--- config.mk ---
export PLATFORM = sky130hd
export DESIGN_NAME = rom_fuse_programmer
export DESIGN_NICKNAME = d
export VERILOG_FILES = /design/src/rtl/rom_prog_pkg.sv /design/src/rtl/rom_prog_timer.sv /design/src/rtl/rom_fuse_programmer.sv
export SDC_FILE = /design/constraint.sdc
export NUM_CORES = 1
export LEC_CHECK = 0
export BUFFER_PORTS_ARGS = -buffer_cell sky130_fd_sc_hd__clkbuf_2
export CAP_MARGIN = 20
export CORE_MARGIN = 2
export CORE_UTILIZATION = 51
export DETAILED_ROUTE_END_ITERATION = 8
export GPL_TIMING_DRIVEN = 0
export MAX_ROUTING_LAYER = met4
export PLACE_DENSITY = 0.81
export SYNTH_ARGS = -nofsm -noshare
export SYNTH_HDL_FRONTEND = slang
export SYNTH_SLANG_ARGS = --single-unit
--- constraint.sdc ---
create_clock -name clk -period 2.2 [get_ports clk]
set_input_delay 0.22 -clock clk [delete_from_list [all_inputs] [get_ports clk]]
set_output_delay 0.22 -clock clk [all_outputs]
set_load 0.05 [all_outputs]
--- src/rtl/rom_prog_pkg.sv ---
// Shared definitions for the PROM fuse programmer: state encoding,
// default timing constants and the IP3601/IP3604 geometry.
package rom_prog_pkg;

    localparam logic [2:0] ST_IDLE    = 3'd0;
    localparam logic [2:0] ST_SETUP   = 3'd1;
    localparam logic [2:0] ST_READ    = 3'd2;
    localparam logic [2:0] ST_CHECK   = 3'd3;
    localparam logic [2:0] ST_PULSE   = 3'd4;
    localparam logic [2:0] ST_RECOVER = 3'd5;
    localparam logic [2:0] ST_DONE    = 3'd6;
    localparam logic [2:0] ST_FAIL    = 3'd7;

    typedef enum logic [2:0] {
        S_IDLE    = ST_IDLE,
        S_SETUP   = ST_SETUP,
        S_READ    = ST_READ,
        S_CHECK   = ST_CHECK,
        S_PULSE   = ST_PULSE,
        S_RECOVER = ST_RECOVER,
        S_DONE    = ST_DONE,
        S_FAIL    = ST_FAIL
    } prog_state_e;

    localparam int DEF_SETUP_CYCLES    = 16;
    localparam int DEF_PULSE_CYCLES    = 500;
    localparam int DEF_RECOVERY_CYCLES = 100;
    localparam int DEF_MAX_ATTEMPTS    = 8;

    localparam int IP3601_DATA_WIDTH    = 4;
    localparam int IP3601_ADDRESS_WIDTH = 8;
    localparam int IP3604_DATA_WIDTH    = 8;
    localparam int IP3604_ADDRESS_WIDTH = 9;

    function automatic int max3(input int a, input int b, input int c);
        int m;
        m = (a > b) ? a : b;
        max3 = (m > c) ? m : c;
    endfunction

endpackage

--- src/rtl/rom_prog_timer.sv ---
// Loadable down-counter for the programmer's timed states. Loading N-1
// makes the owning state last exactly N cycles; 'loaded' marks the first.
module rom_prog_timer #(
    parameter int WIDTH = 9
) (
    input  logic             clk,
    input  logic             reset_n,
    input  logic             load,
    input  logic [WIDTH-1:0] load_value,
    output logic             expired,
    output logic             loaded
);

    logic [WIDTH-1:0] count_r;
    logic             loaded_r;

    // Count down to zero, restarting whenever a new value is loaded.
    always_ff @(posedge clk or negedge reset_n) begin
        if (!reset_n) begin
            count_r <= {WIDTH{1'b0}};
        end else if (load) begin
            count_r <= load_value;
        end else if (count_r != {WIDTH{1'b0}}) begin
            count_r <= count_r - {{(WIDTH-1){1'b0}}, 1'b1};
        end else begin
            count_r <= count_r;
        end
    end

    // One-cycle strobe marking the first cycle of a freshly loaded period.
    always_ff @(posedge clk or negedge reset_n) begin
        if (!reset_n) begin
            loaded_r <= 1'b0;
        end else begin
            loaded_r <= load;
        end
    end

    assign expired = (count_r == {WIDTH{1'b0}});
    assign loaded  = loaded_r;

endmodule

--- src/rtl/rom_fuse_programmer.sv ---
// PROM fuse-programming sequencer: reads the cell, pulses each blank
// target bit (lowest first) and re-reads after every pulse.
// Optional macro ROM_PROG_OVERPULSE_EN: one extra margin pulse after each
// bit first reads back programmed (not counted as an attempt).
module rom_fuse_programmer
    import rom_prog_pkg::*;
#(
    parameter int DATA_WIDTH      = IP3604_DATA_WIDTH,
    parameter int ADDRESS_WIDTH   = IP3604_ADDRESS_WIDTH,
    parameter int SETUP_CYCLES    = DEF_SETUP_CYCLES,
    parameter int PULSE_CYCLES    = DEF_PULSE_CYCLES,
    parameter int RECOVERY_CYCLES = DEF_RECOVERY_CYCLES,
    parameter int MAX_ATTEMPTS    = DEF_MAX_ATTEMPTS
) (
    input  logic                     clk,
    input  logic                     reset_n,
    input  logic                     start,
    input  logic [ADDRESS_WIDTH-1:0] address_in,
    input  logic [DATA_WIDTH-1:0]    data_in,
    input  logic [DATA_WIDTH-1:0]    data_line_in,
    output logic [ADDRESS_WIDTH-1:0] address_line,
    output logic                     chip_select_n,
    output logic [DATA_WIDTH-1:0]    prog_bit_line,
    output logic                     prog_pulse,
    output logic                     busy,
    output logic                     done,
    output logic                     error,
    output logic [DATA_WIDTH-1:0]    fail_mask
);

    localparam int TIMER_RAW = $clog2(max3(SETUP_CYCLES, PULSE_CYCLES, RECOVERY_CYCLES) + 1);
    localparam int TIMER_W   = (TIMER_RAW < 2) ? 2 : TIMER_RAW;
    localparam logic [3:0] MAX_ATT = 4'(MAX_ATTEMPTS);

    // Isolate the lowest set bit (two's-complement trick).
    function automatic logic [DATA_WIDTH-1:0] lowest_bit(input logic [DATA_WIDTH-1:0] v);
        lowest_bit = v & (~v + {{(DATA_WIDTH-1){1'b0}}, 1'b1});
    endfunction

    prog_state_e state_r, state_s;
    logic [ADDRESS_WIDTH-1:0] address_r;
    logic [DATA_WIDTH-1:0] target_r, rb_r, sel_r, sel_s, fail_mask_r, fail_mask_s, prog_bit_r;
    logic [DATA_WIDTH-1:0] bad_s, low_s;
    logic [3:0] attempts_r, attempts_s;
    logic error_r, done_r, busy_r, cs_n_r, prog_pulse_r;
    logic load_s, expired_s, loaded_s, over_due_s, over_active_s;
    logic [TIMER_W-1:0] load_value_s;

    assign bad_s = rb_r & ~target_r;
    assign low_s = lowest_bit(target_r & ~rb_r);

`ifdef ROM_PROG_OVERPULSE_EN
    logic pulsed_r, over_r;

    // Remember whether the selected bit has had a counted pulse and its margin pulse.
    always_ff @(posedge clk or negedge reset_n) begin
        if (!reset_n) begin
            pulsed_r <= 1'b0;
            over_r   <= 1'b0;
        end else if (state_r == S_IDLE && start) begin
            pulsed_r <= 1'b0;
            over_r   <= 1'b0;
        end else if (state_r == S_CHECK && state_s == S_PULSE) begin
            if (over_due_s) begin
                over_r <= 1'b1;
            end else begin
                pulsed_r <= 1'b1;
                over_r   <= 1'b0;
            end
        end else begin
            pulsed_r <= pulsed_r;
            over_r   <= over_r;
        end
    end

    assign over_due_s    = pulsed_r && !over_r && (|(rb_r & sel_r));
    assign over_active_s = over_r;
`else
    assign over_due_s    = 1'b0;
    assign over_active_s = 1'b0;
`endif

    // Next-state, bit selection, attempt counting and failure mask.
    always_comb begin
        state_s     = state_r;
        sel_s       = sel_r;
        attempts_s  = attempts_r;
        fail_mask_s = fail_mask_r;
        case (state_r)
            S_IDLE: begin
                if (start) begin
                    state_s     = S_SETUP;
                    sel_s       = {DATA_WIDTH{1'b0}};
                    attempts_s  = 4'd0;
                    fail_mask_s = {DATA_WIDTH{1'b0}};
                end else begin
                    state_s = S_IDLE;
                end
            end
            S_SETUP: begin
                if (expired_s) state_s = S_READ;
                else           state_s = S_SETUP;
            end
            S_READ: state_s = S_CHECK;
            S_CHECK: begin
                if (bad_s != {DATA_WIDTH{1'b0}}) begin
                    state_s     = S_FAIL;
                    fail_mask_s = bad_s;
                end else if (over_due_s) begin
                    state_s = S_PULSE;
                end else if (rb_r == target_r) begin
                    state_s = S_DONE;
                end else begin
                    sel_s = low_s;
                    if (low_s != sel_r) attempts_s = 4'd0;
                    else                attempts_s = attempts_r;
                    if (attempts_s == MAX_ATT) begin
                        state_s     = S_FAIL;
                        fail_mask_s = low_s;
                    end else begin
                        state_s = S_PULSE;
                    end
                end
            end
            S_PULSE: begin
                if (loaded_s && !over_active_s) attempts_s = attempts_r + 4'd1;
                else                            attempts_s = attempts_r;
                if (expired_s) state_s = S_RECOVER;
                else           state_s = S_PULSE;
            end
            S_RECOVER: begin
                if (expired_s) state_s = S_READ;
                else           state_s = S_RECOVER;
            end
            S_DONE:  state_s = S_IDLE;
            S_FAIL:  state_s = S_IDLE;
            default: state_s = S_IDLE;
        endcase
    end

    // Load the timer on entry to each timed state.
    always_comb begin
        load_s       = 1'b0;
        load_value_s = {TIMER_W{1'b0}};
        if (state_s != state_r) begin
            case (state_s)
                S_SETUP:   begin load_s = 1'b1; load_value_s = TIMER_W'(SETUP_CYCLES - 1);    end
                S_PULSE:   begin load_s = 1'b1; load_value_s = TIMER_W'(PULSE_CYCLES - 1);    end
                S_RECOVER: begin load_s = 1'b1; load_value_s = TIMER_W'(RECOVERY_CYCLES - 1); end
                default:   begin load_s = 1'b0; load_value_s = {TIMER_W{1'b0}};               end
            endcase
        end else begin
            load_s       = 1'b0;
            load_value_s = {TIMER_W{1'b0}};
        end
    end

    rom_prog_timer #(.WIDTH(TIMER_W)) u_timer (
        .clk        (clk),
        .reset_n    (reset_n),
        .load       (load_s),
        .load_value (load_value_s),
        .expired    (expired_s),
        .loaded     (loaded_s)
    );

    // State, working registers and registered pin/status outputs.
    always_ff @(posedge clk or negedge reset_n) begin
        if (!reset_n) begin
            state_r      <= S_IDLE;
            address_r    <= {ADDRESS_WIDTH{1'b0}};
            target_r     <= {DATA_WIDTH{1'b0}};
            rb_r         <= {DATA_WIDTH{1'b0}};
            sel_r        <= {DATA_WIDTH{1'b0}};
            attempts_r   <= 4'd0;
            fail_mask_r  <= {DATA_WIDTH{1'b0}};
            prog_bit_r   <= {DATA_WIDTH{1'b0}};
            error_r      <= 1'b0;
            done_r       <= 1'b0;
            busy_r       <= 1'b0;
            cs_n_r       <= 1'b1;
            prog_pulse_r <= 1'b0;
        end else begin
            state_r      <= state_s;
            sel_r        <= sel_s;
            attempts_r   <= attempts_s;
            fail_mask_r  <= fail_mask_s;
            busy_r       <= (state_s != S_IDLE);
            done_r       <= (state_s == S_DONE) || (state_s == S_FAIL);
            cs_n_r       <= !((state_s == S_SETUP) || (state_s == S_READ) || (state_s == S_CHECK) ||
                              (state_s == S_PULSE) || (state_s == S_RECOVER));
            prog_pulse_r <= (state_s == S_PULSE);
            prog_bit_r   <= (state_s == S_PULSE) ? sel_s : {DATA_WIDTH{1'b0}};
            if (state_r == S_IDLE && start) begin
                address_r <= address_in;
                target_r  <= data_in;
                error_r   <= 1'b0;
            end else if (state_s == S_FAIL) begin
                error_r <= 1'b1;
            end else begin
                error_r <= error_r;
            end
            if (state_r == S_READ) rb_r <= data_line_in;
            else                   rb_r <= rb_r;
        end
    end

    assign address_line  = address_r;
    assign chip_select_n = cs_n_r;
    assign prog_bit_line = prog_bit_r;
    assign prog_pulse    = prog_pulse_r;
    assign busy          = busy_r;
    assign done          = done_r;
    assign error         = error_r;
    assign fail_mask     = fail_mask_r;

endmodule

==> impl_metrics.csv, run 1 <==
group,metric,value,unit
synthesis,synth_xor_area_share,1.477,%
synthesis,yosysUniqueCellTypes,57,
timing,min_period_over_period,109.1,%
pwr,p_seq_share,33.1,%
synthesis,synth.area.top_cells,"dfrtp_1 49%, nand2_1 7.6%, ha_1 6.3%",
clock_tree,htreeDepth,3,
clock_tree,path_clk_slew,80,ps
setup_path,cp.arrival,2660,ps
clock_tree,numCtsBuffers,9,
detailed_routing,wl_per_cell,17.73,um
grt,grt_pass1_vias,2993,
detailed_routing,wl,9.698,mm
final_layout,antenna_cells,0,
timing,rsz0062_at_grt,"yes",
synthesis,synth_edf_count,0,
timing,hold_violations,0,
clock_tree,cts.sinks,71,
synthesis,synthTopCellsByCount,"72 x nand2_1, 70 x dfrtp_1, 22 x inv_1, 21 x nand3_1, 18 x ha_1",
pwr,powerDensity,1400,nW/um^2
setup_path,startpoint,"target_r[7]$_DFFE_PN0P_",
status,status,"finished with violations",
timing,setup_ws,-199.5,ps
synthesis,async_reset_ff_share,100.0,%
setup_path,crit_fanout,5,
detailed_routing,via_per_inst,5.861,
min_path,hp-class,"in2reg",
synthesis,synth_top_family_by_area,"simple AND/OR/NAND/NOR gates",
clock_tree,cts-root-buf,"clkbuf_8",
pwr,switching_power,3.019,mW
timing,clock_skew,10.95,ps
setup_path,rrSetupSlack,-200,ps
timing,finalMaxSlewViolations,0,
detailed_routing,dr_total_vias,3206,
placed_design,pre_cts_ws,-286.8,ps
placed_design,dp.cells,503,
synthesis,synth_compound_area_share,11.92,%
synthesis,syn_nets,411,
final_layout,drive_gt1_share,34.48,%
setup_path,end_kind,"register",
final_layout,nets,508,
setup_path,crit_type,"reg2reg",
run,maxCapViolCount,0,
pwr,pwr-share-comb,51.1,%
grt,grt_overflow,0,
synthesis,synth_warnings,0,
synthesis,yosys.area.top_type,"dfrtp_1",
final_layout,fill_cells,471,
pwr,clkPwrFrac,15.8,%
pwr,total_power,6.586,mW
floorplanning,die_area,7659,sq um
setup_path,startpoint_type,"register",
setup_path,r2r-end,"prog_bit_line[1]$_DFF_PN0_",
detailed_routing,antenna_left,0,
synthesis,yosysTopAreaCellShare,49.24,%
synthesis,synth_most_common_cell,"nand2_1",
final_layout,fin_cells,547,
timing,worst_slew_pin_slew,681.2,ps
pwr,intPower,3.567,mW
setup_path,crit_required,2460,ps
placed_design,portBuffers,57,
clock_tree,tritoncts,"yes",
status,violations,"negative setup slack",
placed_design,place_congestion,0.8647,
detailed_routing,drc_errors,0,
pwr,cellLeakagePower,2.269,nW
synthesis,ys.flop_type,"dfrtp_1",
floorplanning,die_w,87.52,um
synthesis,seq_area_frac_synth,49.98,%
final_layout,area_growth,32.25,%
grt,grt_antenna_before_repair,0,
detailed_routing,drt_iter0_drc,295,
detailed_routing,dr.pass1.iters,5,
synthesis,ys_seq_elements,71,
synthesis,yosys.area_share.simple,23.21,%
floorplanning,rows,30,
clock_tree,cts_buffer_depth,2,
timing,max_slew_margin,54.59,%
floorplanning,die_h,87.52,um
synthesis,synthesis.instances,365,
clock_tree,insertion_delay,360,ps
placed_design,hpwl,5.717,mm
synthesis,syn-cell-area,3557,sq um
setup_path,r2r_start,"target_r[7]$_DFFE_PN0P_",
synthesis,synth.area.mux_share,2.849,%
setup_path,rr_worst_depth,10,
timing,hold_slack,44.99,ps
synthesis,avgSynthCellArea,9.746,sq um
timing,finalSetupTns,-2822,ps
timing,fin_crit,2400,ps
pwr,switching_share,45.84,%
floorplanning,initial_core_util,52.65,%
pwr,peakVddDrop,0.7589,mV
floorplanning,core_area,6756,sq um
synthesis,synth_adder_area_share,6.331,%
timing,max_freq,416.8,MHz
timing,setup_viol,27,
floorplanning,ios,58,
grt,grt_max_degree,62,
grt,grt_pass1_wl,14.03,mm
grt,grt_usage,24.96,%
setup_path,critPathCapture,"prog_bit_line[1]$_DFF_PN0_",
==> placed cells by master (no fill, tap or decap), drive strengths merged, types with 8 or more instances in the layout <==
cell type and count:
clkbuf 79, nand2 73, dfrtp 70, buf 28, o21ai 24, inv 23
nand3 21, ha 18, nor2 15, nor3b 11, nor3 10, mux2i 9
a31oi 8, a21oi 8
==> final cells by class <==
type	instances	area (sq um)	area share, %
Timing Repair Buffer	85	555.5	11.81
Multi-Input combinational cell	259	1917	40.74
Clock inverter	7	72.57	1.543
Clock buffer	9	123.9	2.633
Tap cell	80	100.1	2.128
Sequential cell	71	1778	37.79
Inverter	22	82.58	1.755
Buffer	14	75.07	1.596
==> per-layer routing <==
metal  GRT usage (%)  wire length [um]  vias up
met3           7.488               481       31
met1           30.32              3860     1574
met4           6.853               219        0
met2           40.56              5136      118
met5               -                 0        -
li1                -                 -     1483
==> power groups by stage <==
stage	Combinational [mW]	Clock, mW	Sequential (mW)
floorplan	1.45	0	2.73
global placement	2.61	0	2.13
detailed placement	2.72	0	2.15
CTS	2.91	1.05	2.13
global route	3.61	1.12	2.23
finish	3.36	1.04	2.18
==> flip-flops by register name, indices dropped and copies added, names as in the netlist, 3 cells and up <==
signal,flops
address_line,9
attempts_r,4
fail_mask,8
prog_bit_line,8
rb_r,8
sel_r,8
state_r,3
target_r,8
u_timer.count_r,9
==> cells by family after synthesis <==
| logic type | after synthesis |
|---|---|
| and+or+nand+nor | 160 |
| xor gates and xnor gates | 6 |
| adders and majority gates | 18 |
| buffers and inverters | 38 |
| muxes | 10 |
| AOI/OAI and AO/OA | 62 |
| DFF | 71 |
==> worst max-delay path: stages, from the launching register on <==
cell and delay, ps:
dfrtp_1 370, inv_1 80, ha_1 240, or4_4 520, nor2_4 220, buf_6 120, a31oi_1 110, a21oi_2 170
buf_6 140, o21ai_4 90, nor3b_1 240
==> metrics by stage <==
step	area [sq um]	utilization [%]
final	4705	69.63
after global placement	3943	58.35
after floorplan	3557	-
after detailed placement	3973	58.80
after CTS	4387	64.93
after global routing	4705	69.63
==> worst min-delay path by stage <==
| stage | start | to | cells past startpoint |
|---|---|---|---|
| after floorplan | reset_n | address_line[0]$_DFFE_PN0P_ | 0 |
| after global placement | address_in[3] | address_line[3]$_DFFE_PN0P_ | 3 |
| after detailed placement | reset_n | prog_pulse$_DFF_PN0_ | 1 |
| after CTS | address_in[2] | address_line[2]$_DFFE_PN0P_ | 3 |
| after global routing | address_in[2] | address_line[2]$_DFFE_PN0P_ | 3 |
| final | address_in[2] | address_line[2]$_DFFE_PN0P_ | 3 |
==> repair_timing <==
item                       CTS  global route
setup endpoints to repair   36            54
hold buffers                 1             0
buffers inserted             9            16
pin swaps                   12            23
cloned                       3             1
resized for setup           30            46
hold endpoints to repair    10             0
Power figures use the tool's default switching activity.
==> inputs of run 2 (changes only) <==
--- a/config.mk
+++ b/config.mk
@@ -15,4 +15,5 @@
 export PLACE_DENSITY = 0.81
 export SYNTH_ARGS = -nofsm -noshare
 export SYNTH_HDL_FRONTEND = slang
+export SYNTH_HIERARCHICAL = 1
 export SYNTH_SLANG_ARGS = --single-unit
==> run 2 against run 1 <==
The run still ends with negative setup slack left. Core utilization is 2.7 points higher. Clock power is 11% higher. Via count is 5.9% lower. Final cell count is 1.5% lower. Sequential cell count stayed put. Synthesized cell count is 9.6% lower. Maximum frequency is 24% lower. Cell area is 5.6% higher. Worst hold slack better by 20 ps. Clock skew is 0.76 ps higher. Die area is 2.4% higher. Sequential share of layout area is 2.0 points lower. Critical path type unchanged. Critical endpoint is now u_timer/count_r[0]$_DFFE_PN0P_. Largest cell class unchanged. Highest routed layer unchanged.
==> impl_metrics.csv, run 2 <==
group,metric,value,unit
status,status,"finished with violations",
pwr,switching_share,42.32,%
min_path,hp-class,"in2reg",
clock_tree,cts_buffer_depth,2,
floorplanning,die_area,7841,sq um
synthesis,yosysTopAreaCellShare,48.04,%
synthesis,yosysUniqueCellTypes,59,
placed_design,postPlaceCellArea,4237,sq um
setup_path,critPathTopFamily,"compound AO/OA/AOI/OAI gates",
run,maxCapViolCount,0,
grt,grt_antenna_before_repair,0,
detailed_routing,dr_total_vias,3016,
setup_path,worst-path-buf-inv,2,
timing,hold_violations,0,
synthesis,ys.flop_type,"dfrtp_1",
synthesis,seq_area_frac_synth,48.76,%
timing,max_slew_margin,47.37,%
floorplanning,rows,30,
timing,worst_slew_pin_slew,778.5,ps
pwr,pwr-share-comb,61.1,%
final_layout,area_growth,36.24,%
floorplanning,die_h,88.55,um
detailed_routing,drc_errors,0,
final_layout,fin_cells,539,
setup_path,path_cells,"ha_2 -> or4_4 -> nor2_8 -> a41oi_4 -> a2111oi_4 -> a21boi_2 -> a32o_2 -> or2_4 -> buf_12 -> buf_6 -> a221oi_2",
setup_path,crit_fanout,8,
final_layout,layout_common_cells,"70 x dfrtp_1, 56 x clkbuf_2, 32 x buf_4",
final_layout,nets,485,
placed_design,dp.cells,484,
pwr,p_seq_share,25.0,%
setup_path,end_kind,"register",
timing,max_freq,314.8,MHz
clock_tree,cts-root-buf,"clkbuf_8",
synthesis,synth.area.top_cells,"dfrtp_1 48%, mux2_2 7.7%, ha_1 6.2%",
status,violations,"negative setup slack",
synthesis,yosys.area.top_type,"dfrtp_1",
pwr,clkPwrFrac,13.9,%
synthesis,synthesis.instances,330,
final_layout,drive_gt1_share,43.79,%
pwr,powerDensity,1670,nW/um^2
floorplanning,initial_core_util,53.08,%
grt,grt_max_degree,38,
timing,fin_crit,3176,ps
detailed_routing,via_per_inst,5.596,
floorplanning,core_area,6869,sq um
detailed_routing,drt_iter0_drc,201,
synthesis,synthTopCellsByCount,"70 x dfrtp_1, 28 x inv_1, 25 x mux2_2, 24 x nand2_1, 21 x nor2_1",
placed_design,portBuffers,57,
floorplanning,ios,58,
synthesis,async_reset_ff_share,100.0,%
timing,setup_viol,62,
synthesis,ys_seq_elements,71,
timing,rsz0062_at_grt,"yes",
detailed_routing,dr.pass1.iters,4,
final_layout,fill_cells,446,
final_layout,stdcell_area,4967,sq um
detailed_routing,antenna_left,0,
grt,grt_pass1_vias,2942,
floorplanning,die_w,88.55,um
setup_path,cp.arrival,3450,ps
pwr,cellLeakagePower,2.381,nW
pwr,intPower,4.785,mW
synthesis,syn_nets,376,
timing,setup_ws,-976.4,ps
detailed_routing,wl_per_cell,16.57,um
pwr,peakVddDrop,1.134,mV
pwr,switching_power,3.510,mW
synthesis,avgSynthCellArea,11.05,sq um
grt,grt_overflow,0,
clock_tree,tritoncts,"yes",
synthesis,synth_warnings,6,
grt,grt_usage,24.51,%
timing,finalMaxSlewViolations,0,
setup_path,max_stage_delay,560,ps
synthesis,synth_edf_count,0,
placed_design,place_congestion,0.8950,
timing,clock_skew,11.71,ps
final_layout,antenna_cells,0,
clock_tree,numCtsBuffers,9,
synthesis,syn-cell-area,3646,sq um
grt,grt_pass1_wl,14.03,mm
pwr,total_power,8.295,mW
setup_path,crit_slowest_cell,"or4_4",
clock_tree,htreeDepth,3,
final_layout,final_common_cell,"dfrtp_1",
clock_tree,path_clk_slew,80,ps
placed_design,hpwl,5.618,mm
final_layout,finish.utilization,72.31,%
synthesis,synth_most_common_cell,"dfrtp_1",
timing,min_period_over_period,144.4,%
setup_path,crit_type,"reg2reg",
detailed_routing,wl,8.933,mm
setup_path,startpoint_type,"register",
clock_tree,insertion_delay,360,ps
clock_tree,cts.sinks,71,
setup_path,crit_required,2470,ps
## run 2: final cells by class
| type | instances | area (sq um) | area share (%) |
|---|---|---|---|
| Multi-Input combinational cell | 218 | 1943 | 39.12 |
| Sequential cell | 71 | 1778 | 35.79 |
| Timing Repair Buffer | 101 | 695.7 | 14.01 |
| Clock buffer | 11 | 141.4 | 2.846 |
| Inverter | 28 | 120.1 | 2.418 |
| Tap cell | 96 | 120.1 | 2.418 |
| Buffer | 10 | 98.84 | 1.990 |
| Clock inverter | 4 | 70.07 | 1.411 |
## run 2: kinds of logic (layout without fill, tap and decap cells)
| kind of cell | count (synthesis) | after routing | share of synthesized area (%) |
|---|---|---|---|
| compound gates | 62 | 62 | 13.08 |
| xor+xnor | 8 | 8 | 1.922 |
| fa+ha+maj | 18 | 18 | 6.177 |
| buf+inv | 41 | 154 | 5.216 |
| flops | 71 | 71 | 48.76 |
| mux | 28 | 28 | 8.682 |
| simple gates | 102 | 102 | 16.16 |
## run 2: per-stage QoR
| stage | setup slack, ps | TNS [ps] | hold slack [ps] |
|---|---|---|---|
| after global routing | -1116 | -48420 | 75.44 |
| after global placement | -1252 | -42150 | 428.7 |
| final | -976.4 | -40730 | 64.65 |
| after detailed placement | -1369 | -46270 | 236.4 |
| after floorplan | -1043 | -31960 | -75.59 |
| after CTS | -1113 | -44100 | 58.38 |
## run 2: routing by layer
layer | part of all wire (%) | global-route usage [%] | vias to the layer above
li1 | - | - | 1391
met1 | 43 | 30.83 | 1495
met2 | 50 | 39.17 | 115
met3 | 5.1 | 4.571 | 15
met4 | 1.9 | 10.06 | 0
met5 | 0 | - | -
## run 2: final timing paths
check / startpoint / end / slack, ps / cells past startpoint
worst min-delay path: data_line_in[5] / rb_r[5]$_DFFE_PN0P_ / 60 / 3
worst min register to register: attempts_r[3]$_DFFE_PN0P_ / attempts_r[3]$_DFFE_PN0P_ / 480 / 1
max in group asynchronous: reset_n / chip_select_n$_DFF_PN1_ / 1190 / 3
worst max register to register: target_r[2]$_DFFE_PN0P_ / u_timer/count_r[0]$_DFFE_PN0P_ / -980 / 11
min in group asynchronous: reset_n / address_line[8]$_DFFE_PN0P_ / 390 / 2
worst max-delay path: target_r[2]$_DFFE_PN0P_ / u_timer/count_r[0]$_DFFE_PN0P_ / -980 / 11
## run 2: power by group through the flow
stage               clock, mW  sequential, mW  combinational [mW]
floorplan                   0            2.50                2.64
global placement            0            2.05                3.71
detailed placement          0            2.08                3.84
CTS                      1.16            2.05                4.49
global route             1.21            2.12                5.41
finish                   1.15            2.07                5.07
## run 2: tightest hold or removal path, cell delays in order
cell	delay, ps
clkbuf_2	80
nand2_1	30
o21ai_0	60
## run 2: what timing repair did
| item | 4_1_cts | 5_1_grt |
|---|---|---|
| gates resized for setup | 24 | 26 |
| setup endpoints to repair | 70 | 63 |
| buffers inserted | 27 | 15 |
| hold endpoints to repair | 34 | 0 |
| pin swaps | 16 | 14 |
| cloned | 0 | 1 |
| hold buffers | 1 | 0 |
